==> src/rtl/target_port_if.sv <==
// rtl/target_port_if.sv - serial bus signals between an initiator and target_port
interface target_port_if;
    logic bus_data_in;
    logic bus_data_in_valid;
    logic bus_mode;
    logic bus_init_rw;
    logic bus_init_ready;
    logic split_grant;
    logic bus_data_out;
    logic bus_data_out_valid;
    logic target_ack;
    logic target_split;
    logic split_req;

    modport master (
        output bus_data_in, bus_data_in_valid, bus_mode, bus_init_rw, bus_init_ready, split_grant,
        input  bus_data_out, bus_data_out_valid, target_ack, target_split, split_req
    );

    modport slave (
        input  bus_data_in, bus_data_in_valid, bus_mode, bus_init_rw, bus_init_ready, split_grant,
        output bus_data_out, bus_data_out_valid, target_ack, target_split, split_req
    );
endinterface

==> src/rtl/target_port.sv <==
// rtl/target_port.sv - serial bus target slot with local memory access and split reads
module target_port #(
    parameter logic [3:0]  TARGET_ID     = 4'h1,
    parameter int unsigned SPLIT_TIMEOUT = 4
) (
    input  logic         clk,
    input  logic         rst,
    target_port_if.slave bus,
    input  logic [7:0]   mem_rdata,
    input  logic         mem_rvalid,
    output logic [11:0]  mem_addr,
    output logic [7:0]   mem_wdata,
    output logic         mem_we,
    output logic         mem_re
);
    typedef enum logic [2:0] {IDLE, ADDR, WDATA, READ_WAIT, SPLIT, RESUME, SEND} state_t;

    localparam bit         SPLIT_EN   = (SPLIT_TIMEOUT != 0);
    localparam logic [15:0] SPLIT_LAST = SPLIT_EN ? 16'(SPLIT_TIMEOUT - 1) : 16'd0;

    state_t      state, state_d;
    logic [15:0] addr_sr, addr_sr_d;
    logic [3:0]  addr_cnt, addr_cnt_d;
    logic [7:0]  wdata_sr, wdata_sr_d;
    logic [2:0]  wcnt, wcnt_d;
    logic [7:0]  tx_shift, tx_shift_d;
    logic [3:0]  tx_cnt, tx_cnt_d;
    logic [15:0] wait_cnt, wait_cnt_d;
    logic [11:0] mem_addr_d;
    logic [7:0]  mem_wdata_d;
    logic        mem_we_d, mem_re_d;
    logic        dout_q, dout_d, dout_valid_q, dout_valid_d;
    logic        ack_q, ack_d, split_q, split_d, split_req_q, split_req_d;
    logic        launch;
    logic [7:0]  launch_data;
    logic        addr_bit, data_bit;

    assign addr_bit = bus.bus_data_in_valid && !bus.bus_mode;
    assign data_bit = bus.bus_data_in_valid && bus.bus_mode;

    always_comb begin
        state_d      = state;
        addr_sr_d    = addr_sr;
        addr_cnt_d   = addr_cnt;
        wdata_sr_d   = wdata_sr;
        wcnt_d       = wcnt;
        tx_shift_d   = tx_shift;
        tx_cnt_d     = tx_cnt;
        wait_cnt_d   = wait_cnt;
        mem_addr_d   = mem_addr;
        mem_wdata_d  = mem_wdata;
        mem_we_d     = 1'b0;
        mem_re_d     = 1'b0;
        dout_d       = dout_q;
        dout_valid_d = 1'b0;
        ack_d        = 1'b0;
        split_d      = 1'b0;
        split_req_d  = split_req_q;
        launch       = 1'b0;
        launch_data  = 8'd0;

        case (state)
            IDLE, ADDR: begin
                if (addr_bit) begin
                    addr_sr_d[addr_cnt] = bus.bus_data_in;
                    addr_cnt_d          = addr_cnt + 4'd1;
                    state_d             = ADDR;
                    if (addr_cnt == 4'd15) begin
                        // rw is only meaningful alongside the final address bit
                        addr_cnt_d = 4'd0;
                        if (addr_sr_d[15:12] != TARGET_ID) begin
                            state_d = IDLE;
                        end else if (bus.bus_init_rw) begin
                            wcnt_d  = 3'd0;
                            state_d = WDATA;
                        end else begin
                            mem_re_d   = 1'b1;
                            mem_addr_d = addr_sr_d[11:0];
                            wait_cnt_d = 16'd0;
                            state_d    = READ_WAIT;
                        end
                    end
                end
            end
            WDATA: begin
                if (addr_bit) begin
                    // a new address bit abandons the write and restarts reception
                    addr_sr_d[0] = bus.bus_data_in;
                    addr_cnt_d   = 4'd1;
                    wcnt_d       = 3'd0;
                    state_d      = ADDR;
                end else if (data_bit) begin
                    wdata_sr_d[wcnt] = bus.bus_data_in;
                    wcnt_d           = wcnt + 3'd1;
                    if (wcnt == 3'd7) begin
                        mem_we_d    = 1'b1;
                        ack_d       = 1'b1;
                        mem_addr_d  = addr_sr[11:0];
                        mem_wdata_d = wdata_sr_d;
                        state_d     = IDLE;
                    end
                end
            end
            READ_WAIT: begin
                if (mem_rvalid) begin
                    launch      = 1'b1;
                    launch_data = mem_rdata;
                end else if (SPLIT_EN && wait_cnt == SPLIT_LAST) begin
                    split_d = 1'b1;
                    state_d = SPLIT;
                end else begin
                    wait_cnt_d = wait_cnt + 16'd1;
                end
            end
            SPLIT: begin
                if (mem_rvalid) begin
                    tx_shift_d  = mem_rdata;
                    split_req_d = 1'b1;
                    state_d     = RESUME;
                end
            end
            RESUME: begin
                if (bus.split_grant) begin
                    split_req_d = 1'b0;
                    launch      = 1'b1;
                    launch_data = tx_shift;
                end
            end
            SEND: begin
                if (tx_cnt == 4'd8) begin
                    ack_d    = 1'b1;
                    dout_d   = 1'b0;
                    tx_cnt_d = 4'd0;
                    state_d  = IDLE;
                end else if (bus.bus_init_ready) begin
                    dout_d       = tx_shift[tx_cnt[2:0]];
                    dout_valid_d = 1'b1;
                    tx_cnt_d     = tx_cnt + 4'd1;
                end
            end
            default: state_d = IDLE;
        endcase

        // bit 0 goes out on the same edge that makes the data available
        if (launch) begin
            tx_shift_d = launch_data;
            state_d    = SEND;
            if (bus.bus_init_ready) begin
                dout_d       = launch_data[0];
                dout_valid_d = 1'b1;
                tx_cnt_d     = 4'd1;
            end else begin
                tx_cnt_d = 4'd0;
            end
        end
    end

    always_ff @(posedge clk) begin
        if (rst) begin
            state        <= IDLE;
            addr_sr      <= 16'd0;
            addr_cnt     <= 4'd0;
            wdata_sr     <= 8'd0;
            wcnt         <= 3'd0;
            tx_shift     <= 8'd0;
            tx_cnt       <= 4'd0;
            wait_cnt     <= 16'd0;
            mem_addr     <= 12'd0;
            mem_wdata    <= 8'd0;
            mem_we       <= 1'b0;
            mem_re       <= 1'b0;
            dout_q       <= 1'b0;
            dout_valid_q <= 1'b0;
            ack_q        <= 1'b0;
            split_q      <= 1'b0;
            split_req_q  <= 1'b0;
        end else begin
            state        <= state_d;
            addr_sr      <= addr_sr_d;
            addr_cnt     <= addr_cnt_d;
            wdata_sr     <= wdata_sr_d;
            wcnt         <= wcnt_d;
            tx_shift     <= tx_shift_d;
            tx_cnt       <= tx_cnt_d;
            wait_cnt     <= wait_cnt_d;
            mem_addr     <= mem_addr_d;
            mem_wdata    <= mem_wdata_d;
            mem_we       <= mem_we_d;
            mem_re       <= mem_re_d;
            dout_q       <= dout_d;
            dout_valid_q <= dout_valid_d;
            ack_q        <= ack_d;
            split_q      <= split_d;
            split_req_q  <= split_req_d;
        end
    end

    assign bus.bus_data_out       = dout_q;
    assign bus.bus_data_out_valid = dout_valid_q;
    assign bus.target_ack         = ack_q;
    assign bus.target_split       = split_q;
    assign bus.split_req          = split_req_q;
endmodule

==> src/flat_wrapper.sv <==
// flat-port wrapper written by rule: the top's interface ports become plain ports
module target_port_flat 
#(
    parameter logic [3:0]  TARGET_ID     = 4'h1,
    parameter int unsigned SPLIT_TIMEOUT = 4
)
  (clk, rst, mem_rdata, mem_rvalid, mem_addr, mem_wdata, mem_we, mem_re, bus_bus_data_in, bus_bus_data_in_valid, bus_bus_mode, bus_bus_init_rw, bus_bus_init_ready, bus_split_grant, bus_bus_data_out, bus_bus_data_out_valid, bus_target_ack, bus_target_split, bus_split_req);
  target_port_if bus_i ();
  input  logic clk;
  input  logic rst;
  input  logic [7:0] mem_rdata;
  input  logic mem_rvalid;
  output logic [11:0] mem_addr;
  output logic [7:0] mem_wdata;
  output logic mem_we;
  output logic mem_re;
  input wire logic [$bits(bus_i.bus_data_in)-1:0] bus_bus_data_in;
  input wire logic [$bits(bus_i.bus_data_in_valid)-1:0] bus_bus_data_in_valid;
  input wire logic [$bits(bus_i.bus_mode)-1:0] bus_bus_mode;
  input wire logic [$bits(bus_i.bus_init_rw)-1:0] bus_bus_init_rw;
  input wire logic [$bits(bus_i.bus_init_ready)-1:0] bus_bus_init_ready;
  input wire logic [$bits(bus_i.split_grant)-1:0] bus_split_grant;
  output wire logic [$bits(bus_i.bus_data_out)-1:0] bus_bus_data_out;
  output wire logic [$bits(bus_i.bus_data_out_valid)-1:0] bus_bus_data_out_valid;
  output wire logic [$bits(bus_i.target_ack)-1:0] bus_target_ack;
  output wire logic [$bits(bus_i.target_split)-1:0] bus_target_split;
  output wire logic [$bits(bus_i.split_req)-1:0] bus_split_req;
  assign bus_i.bus_data_in = bus_bus_data_in;
  assign bus_i.bus_data_in_valid = bus_bus_data_in_valid;
  assign bus_i.bus_mode = bus_bus_mode;
  assign bus_i.bus_init_rw = bus_bus_init_rw;
  assign bus_i.bus_init_ready = bus_bus_init_ready;
  assign bus_i.split_grant = bus_split_grant;
  assign bus_bus_data_out = bus_i.bus_data_out;
  assign bus_bus_data_out_valid = bus_i.bus_data_out_valid;
  assign bus_target_ack = bus_i.target_ack;
  assign bus_target_split = bus_i.target_split;
  assign bus_split_req = bus_i.split_req;
  target_port #(.TARGET_ID(TARGET_ID), .SPLIT_TIMEOUT(SPLIT_TIMEOUT)) u_core (.clk(clk), .rst(rst), .bus(bus_i), .mem_rdata(mem_rdata), .mem_rvalid(mem_rvalid), .mem_addr(mem_addr), .mem_wdata(mem_wdata), .mem_we(mem_we), .mem_re(mem_re));
endmodule
==> config.mk <==
export PLATFORM = sky130hd
export DESIGN_NAME = target_port_flat
export DESIGN_NICKNAME = d
export VERILOG_FILES = /design/src/rtl/target_port_if.sv /design/src/rtl/target_port.sv /design/src/flat_wrapper.sv
export SDC_FILE = /design/constraint.sdc
export NUM_CORES = 1
export LEC_CHECK = 0
export CORE_MARGIN = 1.5
export CORE_UTILIZATION = 30
export CTS_CLUSTER_SIZE = 10
export DETAILED_ROUTE_END_ITERATION = 6
export HOLD_SLACK_MARGIN = 0.1
export PLACE_DENSITY = 0.44
export RECOVER_POWER = 50
export SKIP_LAST_GASP = 1
export SLEW_MARGIN = 20
export SYNTH_ARGS = -nofsm -noshare
export SYNTH_HDL_FRONTEND = slang
export SYNTH_SLANG_ARGS = --single-unit
==> constraint.sdc <==
create_clock -name clk -period 2.55 [get_ports clk]
set_clock_uncertainty 0.05 [all_clocks]
set_input_delay 0.51 -clock clk [delete_from_list [all_inputs] [get_ports clk]]
set_output_delay 0.51 -clock clk [all_outputs]
set_load 0.03 [all_outputs]
# --- After elaboration in Yosys (flattened, before gate mapping) ---
# Index checks and enable logic that the tools add are counted.
# Widths: inputs -> output; s select.
classes:
  addsub: 4
  n_lt_le_gt_ge: 5
  eq_ne: 37
  muxes: 84
  n_bitwise: 6
  reduce_logical: 31
op_table:
  columns: ["cell", "count"]
  rows:
  - ["$mux 16", 6]
  - ["$mux 12", 7]
  - ["$mux 3", 17]
  - ["$mux 8", 5]
  - ["$pmux 16 s2", 1]
  - ["$mux 4", 7]
  - ["$mux 1", 27]
  - ["$pmux 12 s2", 1]
  - ["$reduce_and 8->1", 3]
  - ["$pmux 3 s6", 1]
  - ["$add 16x1->16 const B", 1]
  - ["$bwmux 16", 1]
  - ["$eq 16x2->1 const B", 1]
  - ["$ne 2x1->1 const B", 8]
  - ["$ne 2x2->1 const B", 8]
  - ["$pmux 8 s2", 1]
  - ["$ne 3x1->1 const B", 5]
  - ["$eq 3x3->1 const B", 4]
  - ["$ne 4x1->1 const B", 3]
  - ["$reduce_and 3->1", 4]
  - ["$reduce_bool 2->1", 6]
  - ["$add 4x1->4 const B", 2]
  - ["$bwmux 8", 1]
  - ["$eq 4x4->1 const B", 2]
  - ["27 further kinds", 45]
word_totals:
  register_bits: 89
  output_inout_bits: 27
  wordCells: 187

# --- Logic depth before layout (Yosys ltp) ---
# Gate-level depths: netlist of the first run.
depth:
  ltp_word: 11
  ltp_mapped: 10
  ltp_nobuf: 7

# --- Worst setup path after synthesis of the first run ---
# No wires, ideal clock.
synth_path:
  kind: "register to register"
  start: "register u_core.addr_cnt[0]"
  end: "register u_core.wait_cnt[9]"
  setup_ns: 0.130
  arrival_ns: 1.882
  required_time_ns: 2.370
  setup_slack_ns: 0.488
  stages_incl_launch_ff: 11
  path_buffers: 3
  path_cell_list: "dfxtp_1 -> inv_1 -> ha_1 -> buf_2 -> nor3b_2 -> and3_1 -> buf_4 -> a32oi_1 -> buf_2 -> o41ai_1 -> a21oi_1"
synth_via:
  elab_chain_cells: 8
  elab_cells_between_ends: 11
  cone_classes: "order compare (2); eq/ne (4); mux (3); reduce/logical (2)"
synth_rtl:
  columns: ["element", "line", "rtl"]
  rows:
  - ["from (decl)", "target_port.sv:23", "logic [3:0] addr_cnt, addr_cnt_d;"]
  - ["from (signal assigned)", "target_port.sv:180", "addr_cnt <= addr_cnt_d;"]
  - ["$lt 4x5->1 (implied by the code) / $ge 4x1->1 (equally long branches)", "target_port.sv:65", "addr_sr_d[addr_cnt] = bus.bus_data_in;"]
  - ["$logic_and 1x1->1 (implied by the code)", "target_port.sv:65", null]
  - ["$mux 1 (implied by the code)", "target_port.sv:65", null]
  - ["$demux 1 s4", null, null]
  - ["$bwmux 16", "target_port.sv:65", null]
  - ["$ne 4x1->1", "target_port.sv:71", "if (addr_sr_d[15:12] != TARGET_ID) begin"]
  - ["$ne 2x2->1 (no line)", null, null]
  - ["$reduce_and 7->1 (no line) (*)", null, null]
  - ["to (signal assigned)", "target_port.sv:185", "wait_cnt <= wait_cnt_d;"]
  - ["to (decl)", "target_port.sv:28", "logic [15:0] wait_cnt, wait_cnt_d;"]
# Every way passes the cells marked *; elsewhere a longest branch is shown, timed or not.
# A chain may end at the register's enable or synchronous reset.

# --- Worst setup path after layout of the first run ---
layout_path:
  start: "input bus_bus_mode"
  end: "register u_core.mem_addr[1]"
layout_via:
  elab_chain_cells: 4
  elab_cells_between_ends: 7
  cone_classes: "eq/ne (3); reduce/logical (4)"
layout_rtl:
  columns: ["element", "line", "rtl"]
  rows:
  - ["from (decl)", "flat_wrapper.sv:19", "input wire logic [$bits(bus_i.bus_mode)-1:0] bus_bus_mode;"]
  - ["$logic_not 1->1", "target_port.sv:38", "assign addr_bit = bus.bus_data_in_valid && !bus.bus_mode;"]
  - ["$logic_and 1x1->1", "target_port.sv:38", null]
  - ["$ne 2x2->1 (no line) / $ne 2x1->1 (equally long branches)", null, null]
  - ["$reduce_and 8->1 (no line) (*)", null, null]
  - ["to (signal assigned)", "target_port.sv:186", "mem_addr <= mem_addr_d;"]
  - ["to (decl)", "target_port.sv:11", "output logic [11:0] mem_addr,"]
# Marks and branches as above.

==> flow_metrics.env, run 1 <==
export IMPL_cts_root_buf="clkbuf_16"
export IMPL_n_fill_cell=1577
export IMPL_routed_via_count=4135
export IMPL_grt_pass1_vias=3986
export IMPL_synth_async_reset_ratio_pct=0
export IMPL_drive_above_1_share_pct=13.2
export IMPL_slew_headroom_pct=58.3
export IMPL_final_setup_tns_ns=0
export IMPL_clkSinkCount=88
export IMPL_via_per_inst=5.05
export IMPL_hp_class="reg2reg"
export IMPL_wl_per_cell_um=14.6
export IMPL_final_cells=819
export IMPL_post_route_cell_area_mm2=0.00583
export IMPL_num_antenna_cells=0
export IMPL_power_density_mw_per_mm2=516
export IMPL_antenna_left=0
export IMPL_vdd_drop_max_v=0.000303
export IMPL_start_util_pct=31.2
export IMPL_critPathMaxFanout=24
export IMPL_hold_viol=0
export IMPL_setup_viol=0
export IMPL_firstDrtPassIters=4
export IMPL_worst_slew_pin_slew_ns=0.625
export IMPL_grt_pass1_wl_um=20200
export IMPL_drv_slew=0
export IMPL_path_class="in2reg"
export IMPL_drt_iter0_drc=222
export IMPL_area_delta_synth_final_pct=21.8
export IMPL_routed_wl_um=12000
export IMPL_cpMaxStageDelayCell="dlygate4sd3_1"
export IMPL_die_x_um=129
export IMPL_ys_warn_count=0
export IMPL_period_share_pct=91.2
export IMPL_antenna_found_initial=0
export IMPL_holdBufCountCts=0
export IMPL_core_mm2=0.0154
export IMPL_yosys_area_top_type="dfxtp_1"
export IMPL_final_cell_mix="dfxtp_1 (88), nand2_1 (56), nor2_1 (52), mux2i_1 (44), nand3_1 (38)"
export IMPL_row_count=45
export IMPL_cts_htree_levels=3
export IMPL_worst_slack_ns=0.225
export IMPL_gp_congestion=0.786
export IMPL_grt_max_degree=48
export IMPL_path_clk_slew_ns=0.06
export IMPL_layout_nets=630
export IMPL_synth_area_mm2=0.00479
export IMPL_placedInstanceArea_mm2=0.00553
export IMPL_cp_end_kind="register"
export IMPL_cts_resized=0
export IMPL_ys_flop_type="dfxtp_1"
export IMPL_die_y_um=129
export IMPL_dpl_cell_count=804
export IMPL_port_buffers=43
export IMPL_critPathBufInv=2
export IMPL_required_ns=2.76
export IMPL_cp_cell_sequence="dlygate4sd3_1 -> nand2b_1 -> buf_4 -> nor3_1 -> a31o_4 -> nor2_1 -> a211oi_1"
export IMPL_fp_dieArea_mm2=0.0167
export IMPL_seqCellArea_mm2=0.00176
export IMPL_cts_tree="yes"
export IMPL_multiInputGateArea_mm2=0.00275
export IMPL_track_usage_pct=15.4
export IMPL_critPathLaunchType="input pin"
export IMPL_dp_hpwl_um=8350
export IMPL_remaining_drc_errors=0
export IMPL_ios=44
export IMPL_post_place_ws_ns=-0.00875
export IMPL_min_period_ns=2.32
export IMPL_drv_cap=0
export IMPL_synth_seq_cells=88
export IMPL_cts_buffers=9
export IMPL_overflow=0
export IMPL_fmax_ghz=0.430
export IMPL_netlist_instances=557
export IMPL_slowest_delay_ns=0.64
export IMPL_layout_commonest_cell="dfxtp_1"
export IMPL_synth_top_cell_area_share_pct=36.8
export IMPL_yosysSeqAreaShare_pct=36.8
export IMPL_syn_area_per_cell_um2=8.60
export IMPL_ys_types=66
export IMPL_clk_path_buf_depth=2
export IMPL_synth_edff_count=0
export IMPL_status="complete, no violations"
export IMPL_clkLatencyLatePin_ns=0.35
export IMPL_ys_top_cells_by_area="dfxtp_1 (37%), mux2i_1 (9.2%), nand2_1 (4.4%), nor2_1 (4.1%), nand3_1 (4.0%)"
export IMPL_p_total_mw=3.01
export IMPL_critPathArrivalTime_ns=2.53
export IMPL_p_leak_nw=2.24
export IMPL_cpLargestDelayFamily="buffers and inverters"
export IMPL_rsz0062_at_grt="no"
export IMPL_post_cts_setup_buffers=0
export IMPL_syn_num_nets=583
[final timing paths]
kind / startpoint / end / slack (ns) / cells past startpoint
worst max-delay path: bus_bus_mode / u_core.mem_addr[1] / 0.23 / 7
worst min-delay path: u_core.addr_sr[1] / u_core.addr_sr[1] / 0.40 / 2
worst max register to register: u_core.wait_cnt[0] / u_core.state[0] / 0.23 / 7
worst min register to register: u_core.addr_sr[1] / u_core.addr_sr[1] / 0.40 / 2
[area by class of cell]
class / instances / area share, %
sequential: 88 / 30.2
tap: 211 / 4.53
timing repair buffer: 77 / 11.8
clock buffer: 12 / 4.40
clock inverter: 3 / 1.12
inverter: 12 / 0.773
multi-input combinational: 416 / 47.2
[power breakdown]
part / total [mW] / switching [mW] / leakage, nW / internal, mW
Combinational: 0.174 / 0.106 / 1.37 / 0.0685
Sequential: 1.39 / 0.0106 / 0.709 / 1.38
Clock: 1.44 / 0.539 / 0.159 / 0.905
[routing by layer]
layer | vias up | GRT usage (%) | wire length [um]
li1 | 2110 | - | -
met1 | 1924 | 20.9 | 6130
met2 | 92 | 23.5 | 5210
met3 | 9 | 4.25 | 495
met4 | 0 | 5.09 | 140
met5 | - | 0 | 0
[sequential cells by signal (all words and copies together) (netlist names)]
signal	cells
u_core.mem_re	1
u_core.wdata_sr	8
u_core.bus.target_ack	1
u_core.tx_shift	8
u_core.bus.bus_data_out_valid	1
u_core.state	3
u_core.bus.target_split	1
u_core.mem_we	1
u_core.bus.bus_data_out	1
u_core.wait_cnt	16
u_core.addr_cnt	4
u_core.mem_addr	12
u_core.mem_wdata	8
u_core.bus.split_req	1
u_core.wcnt	3
u_core.addr_sr	15
u_core.tx_cnt	4
[worst reg2reg max path, stage by stage (launching register included)]
cell and delay (ns):
dfxtp_1 0.37, ha_1 0.26, nor4b_2 0.24, nand4_1 0.15, buf_4 0.19, a221oi_1 0.53, a21oi_1 0.15, a311oi_1 0.28
[kinds of logic (layout without fill, tap and decap cells)]
logic type | count (synthesis) | in the layout | share of synthesized area, %
AO/OA/AOI/OAI | 112 | 112 | 17.1
flip-flops | 88 | 88 | 36.8
AND/OR/NAND/NOR | 248 | 248 | 28.0
multiplexers | 46 | 46 | 10.1
buffers and inverters | 53 | 104 | 5.38
adder cells (fa/ha/maj) | 9 | 9 | 2.35
XOR/XNOR | 1 | 1 | 0.183
[stage by stage]
| stage | hold slack, ns | util [%] |
|---|---|---|
| 2_1_floorplan | 0.386 | - |
| 3_3_place_gp | 0.392 | 36.0 |
| 3_5_place_dp | 0.399 | 36.0 |
| 4_1_cts | 0.408 | 38.1 |
| 5_1_grt | 0.421 | 37.9 |
| 6_report | 0.404 | 37.9 |
[synthesized netlist by cell type (2+ instances only)]
| cell | n |
|---|---|
| ha_1 | 9 |
| mux4_2 | 2 |
| and4_1 | 4 |
| nor4b_1 | 3 |
| nand4_1 | 7 |
| o31ai_1 | 4 |
| nor2_2 | 9 |
| nor3b_2 | 2 |
| nand3_1 | 38 |
| o21ai_1 | 3 |
| nor4_1 | 7 |
| nand2b_1 | 16 |
| buf_2 | 8 |
| nor3_2 | 2 |
| mux2i_1 | 44 |
| inv_1 | 12 |
| nor2_1 | 52 |
| o41ai_1 | 4 |
| dfxtp_1 | 88 |
| o2111ai_1 | 5 |
| o21ai_0 | 14 |
| a211oi_2 | 9 |
| a32oi_1 | 3 |
| nand2_1 | 56 |
| nor3_1 | 10 |
| a22oi_1 | 3 |
| a211oi_1 | 15 |
| buf_4 | 4 |
| o211ai_1 | 4 |
| a21o_1 | 2 |
| and3b_1 | 2 |
| o21a_1 | 2 |
| or4_1 | 3 |
| nand3b_1 | 2 |
| o311ai_1 | 3 |
| and2_1 | 5 |
| buf_1 | 3 |
| a21oi_1 | 29 |
| nor3b_4 | 3 |
| nor2b_1 | 8 |
| or3_1 | 4 |
| clkbuf_1 | 22 |
| buf_6 | 3 |
| and3_1 | 7 |
(Power assumes the default switching activity.)
==> run 2: changes to the inputs <==
--- a/config.mk
+++ b/config.mk
@@ -10,8 +10,8 @@
 export CTS_CLUSTER_SIZE = 10
 export DETAILED_ROUTE_END_ITERATION = 6
 export HOLD_SLACK_MARGIN = 0.1
-export PLACE_DENSITY = 0.44
-export RECOVER_POWER = 50
+export MAX_ROUTING_LAYER = met4
+export PLACE_DENSITY = 0.45
 export SKIP_LAST_GASP = 1
 export SLEW_MARGIN = 20
 export SYNTH_ARGS = -nofsm -noshare
==> run 2 against run 1 <==
  * Utilization is 0.15 points higher
  * Maximum frequency increased by 6.2%
  * Sequential power about the same
  * First-iteration DRC count rose by 2.7%
  * Clock power fell by 13%
  * Die area stayed put
  * Register-to-register slack improved by 0.14 ns
  * Global-route usage increased by 0.37 points
  * Cell count rose by 0.85%
  * Power decreased by 6.3%
==> flow_metrics.env, run 2 (synthesized netlist as in run 1, its figures left out) <==
export IMPL_port_buffers=43
export IMPL_num_antenna_cells=0
export IMPL_reg_top3="u_core.wait_cnt x16, u_core.addr_sr x15, u_core.mem_addr x12"
export IMPL_dp_hpwl_um=8590
export IMPL_worst_slack_ns=0.362
export IMPL_setup_viol=0
export IMPL_row_count=45
export IMPL_slew_headroom_pct=57.8
export IMPL_top_register="u_core.wait_cnt"
export IMPL_whs_path_depth=2
export IMPL_grt_pass1_vias=4066
export IMPL_path_clk_slew_ns=0.06
export IMPL_period_share_pct=85.8
export IMPL_routed_wl_um=12000
export IMPL_cts_buffers=9
export IMPL_grt_max_degree=43
export IMPL_post_place_ws_ns=0.0481
export IMPL_vdd_drop_max_v=0.000291
export IMPL_overflow=0
export IMPL_p_leak_nw=2.16
export IMPL_cpMaxStageDelayCell="dfxtp_1"
export IMPL_via_per_inst=5.08
export IMPL_fmax_ghz=0.457
export IMPL_area_delta_synth_final_pct=22.3
export IMPL_die_x_um=129
export IMPL_antenna_left=0
export IMPL_wl_per_cell_um=14.6
export IMPL_required_ns=2.77
export IMPL_critPathLaunchType="register"
export IMPL_cts_root_buf="clkbuf_16"
export IMPL_remaining_drc_errors=0
export IMPL_die_y_um=129
export IMPL_cts_htree_levels=3
export IMPL_core_mm2=0.0154
export IMPL_critPathMaxFanout=7
export IMPL_min_period_ns=2.19
export IMPL_reg2reg_depth=8
export IMPL_n_fill_cell=1550
export IMPL_clkLatencyLatePin_ns=0.34
export IMPL_layout_commonest_cell="dfxtp_1"
export IMPL_rsz0062_at_grt="no"
export IMPL_hp_class="reg2reg"
export IMPL_worst_slew_pin_slew_ns=0.633
export IMPL_gp_congestion=0.807
export IMPL_final_setup_tns_ns=0
export IMPL_track_usage_pct=15.8
export IMPL_clk_path_buf_depth=2
export IMPL_clkSinkCount=88
export IMPL_cts_resized=0
export IMPL_drt_iter0_drc=228
export IMPL_fp_dieArea_mm2=0.0167
export IMPL_largest_reg_flops=16
export IMPL_firstDrtPassIters=4
export IMPL_start_util_pct=31.2
export IMPL_final_cell_mix="dfxtp_1 (88), nand2_1 (56), nor2_1 (52), mux2i_1 (44)"
export IMPL_layout_nets=638
export IMPL_ios=44
export IMPL_status="complete, no violations"
export IMPL_cp_cell_sequence="inv_1 -> ha_1 -> nor3b_2 -> and3_1 -> a32oi_1 -> buf_4 -> nor4_2 -> mux2i_1"
export IMPL_drv_slew=0
export IMPL_cp_end_kind="register"
export IMPL_slowest_delay_ns=0.40
export IMPL_routed_via_count=4192
export IMPL_hold_viol=0
export IMPL_post_cts_setup_buffers=0
export IMPL_cts_tree="yes"
export IMPL_antenna_found_initial=0
export IMPL_power_density_mw_per_mm2=482
export IMPL_drive_above_1_share_pct=14.8
export IMPL_fin_util_pct=38.1
export IMPL_grt_pass1_wl_um=20000
export IMPL_critPathArrivalTime_ns=2.41
export IMPL_holdBufCountCts=0
export IMPL_path_class="reg2reg"
export IMPL_drv_cap=0
[run 2: changes by cell type in the layout (fill, tap and decap cells not counted), sizes merged]
cell	before	now
clkinv	1	0
bufinv	2	0
buf	33	43
clkdlybuf4s50	14	42
dlygate4sd3	28	0
[run 2: per-stage QoR]
stage / total power, mW / cell area, um2 / cells / hold WS (ns)
after floorplan: 1.52 / 4790 / 557 / 0.386
after global placement: 1.60 / 5580 / 812 / 0.393
after detailed placement: 1.60 / 5580 / 812 / 0.398
after CTS: 2.87 / 5850 / 826 / 0.405
after global routing: 2.95 / 5850 / 826 / 0.432
final: 2.82 / 5850 / 826 / 0.404
[run 2: final timing paths]
| path | startpoint | to | slack (ns) |
|---|---|---|---|
| worst min-delay path | u_core.addr_sr[2] | u_core.addr_sr[2] | 0.40 |
| worst max register to register | u_core.addr_cnt[0] | u_core.wait_cnt[15] | 0.36 |
| worst max-delay path | u_core.addr_cnt[0] | u_core.wait_cnt[15] | 0.36 |
| worst min register to register | u_core.addr_sr[2] | u_core.addr_sr[2] | 0.40 |
[run 2: area by class of cell]
class,instances,area [um2],share of cell area (%)
clock buffers,14,274,4.68
inverters,12,45.0,0.769
multi-input cells,416,2770,47.3
flip-flops and latches,88,1760,30.1
well taps,211,264,4.51
repair buffers,85,741,12.7
[run 2: layer usage]
| layer | GRT usage (%) | routed length (um) |
|---|---|---|
| met2 | 25.7 | 5580 |
| met1 | 19.5 | 5840 |
| met5 | - | 0 |
| met4 | 3.97 | 130 |
| met3 | 4.00 | 481 |
[run 2: worst max-delay path, delay by kind of cell (launching register included)]
family	cells	cell delay, ns
multiplexers	1	0.23
AND/OR/NAND/NOR	3	0.64
buffers and inverters	2	0.32
AO/OA/AOI/OAI	1	0.24
adder cells (fa/ha/maj)	1	0.24
flip-flops	1	0.40
[run 2: power by group]
| group | switching (mW) | internal (mW) |
|---|---|---|
| Sequential | 0.00777 | 1.38 |
| Clock | 0.522 | 0.731 |
| Combinational | 0.107 | 0.0707 |
